<file path="src/rtl/key_debouncer_pkg.sv">
// Shared types and default timing for the push-button debouncer.
// The channel state enum lives here so the top, the channel and any consumer agree on it.
package key_pkg;

    typedef enum logic [1:0] {
        ST_IDLE         = 2'd0,
        ST_PRESS_WAIT   = 2'd1,
        ST_HELD         = 2'd2,
        ST_RELEASE_WAIT = 2'd3
    } key_state_t;

    localparam int unsigned DEF_NUM_KEYS     = 3;
    localparam int unsigned DEF_DEBOUNCE_CYC = 240000;
    localparam int unsigned DEF_LONG_CYC     = 6000000;
    localparam int unsigned DEF_REPEAT_CYC   = 1200000;

    // Bits needed to hold every value from 0 up to max_val.
    function automatic int unsigned cnt_width(input int unsigned max_val);
        return (max_val < 2) ? 1 : $clog2(max_val + 1);
    endfunction

endpackage

</file>
<file path="src/rtl/key_debouncer_if.sv">
// Key event bundle: raw active-low key levels in, debounced level and event pulses out.
// The slave side is the debouncer; the master side drives the buttons and consumes events.
interface key_debouncer_if #(
    parameter int W = 1
);
    logic [W-1:0] key_n;
    logic [W-1:0] level;
    logic [W-1:0] press_p;
    logic [W-1:0] release_p;
    logic [W-1:0] long_p;
    logic [W-1:0] repeat_p;

    modport master (
        output key_n,
        input  level, press_p, release_p, long_p, repeat_p
    );

    modport slave (
        input  key_n,
        output level, press_p, release_p, long_p, repeat_p
    );
endinterface

</file>
<file path="src/rtl/key_debouncer_channel.sv">
// One push-button channel: 2-flop synchronizer, debounce FSM, long-press and auto-repeat timing.
// state           | meaning
// ST_IDLE         | key released and stable
// ST_PRESS_WAIT   | key seen pressed, waiting for DEBOUNCE_CYC stable cycles
// ST_HELD         | press accepted, hold/repeat timing running
// ST_RELEASE_WAIT | key seen released, waiting for DEBOUNCE_CYC stable cycles
module key_channel
    import key_pkg::*;
#(
    parameter int unsigned DEBOUNCE_CYC = DEF_DEBOUNCE_CYC,
    parameter int unsigned LONG_CYC     = DEF_LONG_CYC,
    parameter int unsigned REPEAT_CYC   = DEF_REPEAT_CYC
) (
    input logic            i_clk,
    input logic            i_rst_n,
    key_debouncer_if.slave bus
);

    localparam int unsigned HOLD_MAX = LONG_CYC + REPEAT_CYC - 1;
    localparam int DW = cnt_width(DEBOUNCE_CYC - 1);
    localparam int HW = cnt_width(HOLD_MAX);
    localparam int RW = cnt_width(REPEAT_CYC - 1);

    logic          sync1_q, sync1_d;
    logic          sync2_q, sync2_d;
    logic          s;
    key_state_t    state_q, state_d;
    logic [DW-1:0] db_cnt_q, db_cnt_d;
    logic [HW-1:0] hold_q, hold_d;
    logic [RW-1:0] rep_q, rep_d;
    logic          level_q, level_d;
    logic          press_q, press_d;
    logic          release_q, release_d;
    logic          long_q, long_d;
    logic          repeat_q, repeat_d;

    assign s = ~sync2_q;

    always_comb begin
        sync1_d   = bus.key_n[0];
        sync2_d   = sync1_q;
        state_d   = state_q;
        db_cnt_d  = db_cnt_q;
        hold_d    = hold_q;
        rep_d     = rep_q;
        level_d   = level_q;
        press_d   = 1'b0;
        release_d = 1'b0;
        long_d    = 1'b0;
        repeat_d  = 1'b0;
        case (state_q)
            ST_IDLE: begin
                if (s) begin
                    state_d  = ST_PRESS_WAIT;
                    db_cnt_d = '0;
                end
            end
            ST_PRESS_WAIT: begin
                if (!s) begin
                    state_d = ST_IDLE;
                end else if (db_cnt_q == DW'(DEBOUNCE_CYC - 1)) begin
                    state_d = ST_HELD;
                    press_d = 1'b1;
                    level_d = 1'b1;
                    hold_d  = '0;
                    rep_d   = '0;
                end else begin
                    db_cnt_d = db_cnt_q + 1'b1;
                end
            end
            ST_HELD: begin
                if (!s) begin
                    state_d  = ST_RELEASE_WAIT;
                    db_cnt_d = '0;
                end else begin
                    if (hold_q != HW'(HOLD_MAX))
                        hold_d = hold_q + 1'b1;
                    // Repeat timing only starts once the long-press point has passed.
                    if (hold_q == HW'(LONG_CYC - 1)) begin
                        long_d = 1'b1;
                        rep_d  = '0;
                    end else if (hold_q >= HW'(LONG_CYC)) begin
                        if (rep_q == RW'(REPEAT_CYC - 1)) begin
                            repeat_d = 1'b1;
                            rep_d    = '0;
                        end else begin
                            rep_d = rep_q + 1'b1;
                        end
                    end
                end
            end
            ST_RELEASE_WAIT: begin
                // Hold and repeat counts are frozen here so a short bounce resumes timing.
                if (s) begin
                    state_d = ST_HELD;
                end else if (db_cnt_q == DW'(DEBOUNCE_CYC - 1)) begin
                    state_d   = ST_IDLE;
                    release_d = 1'b1;
                    level_d   = 1'b0;
                end else begin
                    db_cnt_d = db_cnt_q + 1'b1;
                end
            end
            default: state_d = ST_IDLE;
        endcase
    end

    always_ff @(posedge i_clk or negedge i_rst_n) begin
        if (!i_rst_n) begin
            sync1_q   <= 1'b1;
            sync2_q   <= 1'b1;
            state_q   <= ST_IDLE;
            db_cnt_q  <= '0;
            hold_q    <= '0;
            rep_q     <= '0;
            level_q   <= 1'b0;
            press_q   <= 1'b0;
            release_q <= 1'b0;
            long_q    <= 1'b0;
            repeat_q  <= 1'b0;
        end else begin
            sync1_q   <= sync1_d;
            sync2_q   <= sync2_d;
            state_q   <= state_d;
            db_cnt_q  <= db_cnt_d;
            hold_q    <= hold_d;
            rep_q     <= rep_d;
            level_q   <= level_d;
            press_q   <= press_d;
            release_q <= release_d;
            long_q    <= long_d;
            repeat_q  <= repeat_d;
        end
    end

    assign bus.level     = level_q;
    assign bus.press_p   = press_q;
    assign bus.release_p = release_q;
    assign bus.long_p    = long_q;
    assign bus.repeat_p  = repeat_q;

endmodule

</file>
<file path="src/rtl/key_debouncer.sv">
// Multi-key push-button debouncer: one independent key_channel per button.
// Outputs are active-high events; inputs are raw active-low button levels.
module key_debouncer
    import key_pkg::*;
#(
    parameter int unsigned NUM_KEYS     = DEF_NUM_KEYS,
    parameter int unsigned DEBOUNCE_CYC = DEF_DEBOUNCE_CYC,
    parameter int unsigned LONG_CYC     = DEF_LONG_CYC,
    parameter int unsigned REPEAT_CYC   = DEF_REPEAT_CYC
) (
    input  logic                i_clk,
    input  logic                i_rst_n,
    input  logic [NUM_KEYS-1:0] i_key_n,
    output logic [NUM_KEYS-1:0] o_level,
    output logic [NUM_KEYS-1:0] o_press,
    output logic [NUM_KEYS-1:0] o_release,
    output logic [NUM_KEYS-1:0] o_long,
    output logic [NUM_KEYS-1:0] o_repeat
);

    for (genvar g = 0; g < NUM_KEYS; g++) begin : g_key
        key_debouncer_if #(.W(1)) u_if ();

        assign u_if.key_n = i_key_n[g];

        key_channel #(
            .DEBOUNCE_CYC (DEBOUNCE_CYC),
            .LONG_CYC     (LONG_CYC),
            .REPEAT_CYC   (REPEAT_CYC)
        ) u_ch (
            .i_clk   (i_clk),
            .i_rst_n (i_rst_n),
            .bus     (u_if.slave)
        );

        assign o_level[g]   = u_if.level[0];
        assign o_press[g]   = u_if.press_p[0];
        assign o_release[g] = u_if.release_p[0];
        assign o_long[g]    = u_if.long_p[0];
        assign o_repeat[g]  = u_if.repeat_p[0];
    end

endmodule

</file>
<file path="config.mk">
export PLATFORM = sky130hd
export DESIGN_NAME = key_debouncer
export DESIGN_NICKNAME = d
export VERILOG_FILES = /design/src/rtl/key_debouncer_pkg.sv /design/src/rtl/key_debouncer_if.sv /design/src/rtl/key_debouncer_channel.sv /design/src/rtl/key_debouncer.sv
export SDC_FILE = /design/constraint.sdc
export NUM_CORES = 1
export LEC_CHECK = 0
export CAP_MARGIN = 10
export CORE_AREA = 2 2 150 152
export DETAILED_ROUTE_END_ITERATION = 16
export DIE_AREA = 0 0 152 154
export MAX_ROUTING_LAYER = met4
export PLACE_DENSITY = 0.75
export SLEW_MARGIN = 20
export SYNTH_ARGS = -nofsm -noshare
export SYNTH_HDL_FRONTEND = slang
export SYNTH_SLANG_ARGS = --single-unit
</file>
<file path="constraint.sdc">
create_clock -name i_clk -period 7.1 [get_ports i_clk]
set_input_delay 1.065 -clock i_clk [delete_from_list [all_inputs] [get_ports i_clk]]
set_output_delay 1.065 -clock i_clk [all_outputs]
set_load 0.01 [all_outputs]
</file>
==> metrics.txt <==
Hold Crit Start g_key[2].u_ch.sync1_q; M1 WL 12.0 mm; RSZ-0062 raised after global routing false; Root Driver clkbuf_16; Yosys top cell area share between 40% and 50%; Internal Pwr Total between 2 and 2.5 mW; largest net degree at the start of global routing 77; Buffers on Ports 19; Final setup viols 0; hold_buf cts 0; PwrDens about 200 mW/mm2; TritonCTS clock tree yes; buffer and inverter count on the worst path 0; TritonRoute pass-1 iters 5; clock power share 49.5%; IO Count 20; GRT Util Overall 22.5%; number of synthesized register bits about 210; pre-CTS setup slack about 4300 ps; Setup Skew approximately 14 ps; Avg WL per Cell approximately 16 um; vias in the first global route roughly 9400; CTS max path bufs 3; first-pass GRT wire length 44.4 mm; DRC errors left 0; share of cells above drive strength 1 roughly 5.5%; sequential power share roughly 48%; critical path required time roughly 7500 ps; Worst path top cell family by delay simple AND/OR/NAND/NOR gates; Crit. End Element flip-flop; Post-synth top cells dfrtp_1, nand2_1, o21ai_0; Worst IR Drop VDD 0.179 mV; H-Tree Depth 1; period utilization 40.8%; routed wl met2 roughly 12 mm; synth unique cells about 70; Std-Cell Rows between 50 and 60; Worst Max-Slew Pin Slew roughly 1100 ps; Met3 Wirelength 1.03 mm; Post-Synthesis Cells 1350; Placeable Area 0.0217 mm2; worst r2r src g_key[1].u_ch.db_cnt_q[7]; CP Launch Type flip-flop; Max-Cap Viols 0; Mapped Nets roughly 1400; Area contributors post-synth dfrtp_1, o21ai_0, nand2_1; total wire length about 25 mm; post-route setup slack between 4000 and 5000 ps; # resized after CTS 0; grt ovf 0; Sink Count 213; area leader, netlist dfrtp_1; Synth Cell Area roughly 0.012 mm2; clock latency on the worst-skew pair about 530 ps; final hold vios 0; max_slew headroom between 20 and 30%; DRT iter0 DRCs 725; switching part of the total power 21.5%; Slowest-stage cell, CP nor3_1; Lkg Pwr about 5.2 nW; ANT nets after route 0; WS Path Type flip-flop to flip-flop; via/cell ratio approximately 6.2; Synth warnings 0; EDFF count, synth 0; Synth Area per Inst 8.77 um2; Comb pwr share around 2.0%; most common cell in the synthesized netlist dfrtp_1; initial core utilization a little over half; switching power total approximately 550 uW; max-slew violations 0; Die W 152 um; TNS Setup 0 ps; fill count 1850; die area around 0.023 mm2; Final min period a little under 3000 ps; routability cong. ~0.89; total CTS buffers 25; HP Class flip-flop to flip-flop; clk slew on worst S/H paths approximately 60 ps; HPWL after detailed placement roughly 17 mm; top routing layer used met4; crit-path max FO 21; post-CTS setup buffers 0; Die Ht between 150 and 200 um; n_diodes 0; worst hold margin 357 ps; Crit path largest cell delay 610 ps; vias 10150; initial antenna violation count 0; Syn-to-layout area delta 9.30%; # nets final between 1000 and 1500; maximum clock rate 346 MHz; Critical Path, Cell by Cell nand4bb_1 > nor3_1 > a31o_2 > nand2_1 > or4_1 > a21oi_1; arrival time at the worst endpoint ~3300 ps; sequential fraction of the synthesis area 45.1%; status finished clean; fraction of registers with async set/reset between 90% and 100%; Worst Setup SP g_key[1].u_ch.db_cnt_q[7]; Main synth FF type dfrtp_1
==> per-stage QoR <==
step | util (%) | instance area [um2] | cells | power (mW)
after floorplan | - | 11800 | 1350 | 1.28
after CTS | 59.7 | 12900 | 1634 | 2.59
final | 59.7 | 12900 | 1634 | 2.56
after detailed placement | 55.9 | 12100 | 1589 | 1.31
after global placement | 55.9 | 12100 | 1589 | 1.31
after global routing | 59.7 | 12900 | 1634 | 2.65
==> cell type report <==
cell class                      instances  area, um2  share of cell area, %
Sequential cell                       213       5340                   41.2
Tap cell                              280        350                   2.71
Timing Repair Buffer                   29        270                   2.09
Clock buffer                           35        713                   5.51
Inverter                               36        135                   1.04
Clock inverter                         10        104                  0.802
Multi-Input combinational cell       1031       6030                   46.6
==> routing by layer <==
metal / GRT usage (%) / up-vias
met5: - / -
met2: 34.7 / 216
li1: - / 4951
met4: 6.50 / 0
met1: 31.4 / 4938
met3: 3.10 / 45
==> placed cells by master (no fill, tap or decap), types with 25 or more instances in the layout <==
cell and count:
nor3_1 53, clkbuf_16 25, or3_1 28, and3_1 44, o21ai_0 133, a21oi_1 76, a31oi_1 28, nand3_1 74
nor2_1 109, nand2_1 143, xor2_1 34, nand4_1 57, inv_1 36, dfrtp_1 207
==> kinds of logic after synthesis <==
logic type	Yosys count	synth area share, %
AO/OA/AOI/OAI	331	16.8
XOR/XNOR	52	3.85
adder cells (fa/ha/maj)	12	1.27
buffers and inverters	106	4.00
flip-flops	213	45.1
multiplexers	12	1.04
AND/OR/NAND/NOR	624	28.0
==> sequential cells by signal, indices dropped and copies added (netlist names), named ones only <==
| name | flops |
|---|---|
| g_key.u_ch.bus.level | 3 |
| g_key.u_ch.bus.long_p | 3 |
| g_key.u_ch.bus.press_p | 3 |
| g_key.u_ch.bus.release_p | 3 |
| g_key.u_ch.bus.repeat_p | 3 |
| g_key.u_ch.db_cnt_q | 54 |
| g_key.u_ch.hold_q | 69 |
| g_key.u_ch.rep_q | 63 |
| g_key.u_ch.state_q | 3 |
| g_key.u_ch.sync1_q | 3 |
| g_key.u_ch.sync2_q | 3 |
==> power groups by stage <==
stage               combinational, mW  clock [mW]  sequential (mW)
global placement               0.0527           0             1.26
detailed placement             0.0543           0             1.26
finish                         0.0521        1.27             1.24
global route                   0.0618        1.35             1.24
floorplan                      0.0226           0             1.26
CTS                            0.0546        1.30             1.24
==> final timing paths <==
kind,end,slack (ps),depth (start not counted)
max in group asynchronous,g_key[2].u_ch.rep_q[4],5240,2
max reg2reg,g_key[1].u_ch.hold_q[22],4210,6
min,g_key[2].u_ch.sync2_q,360,0
max,g_key[1].u_ch.hold_q[22],4210,6
min in group asynchronous,g_key[0].u_ch.hold_q[22],500,1
min reg2reg,g_key[2].u_ch.sync2_q,360,0
Note: power is estimated with default switching activity, not from simulation.
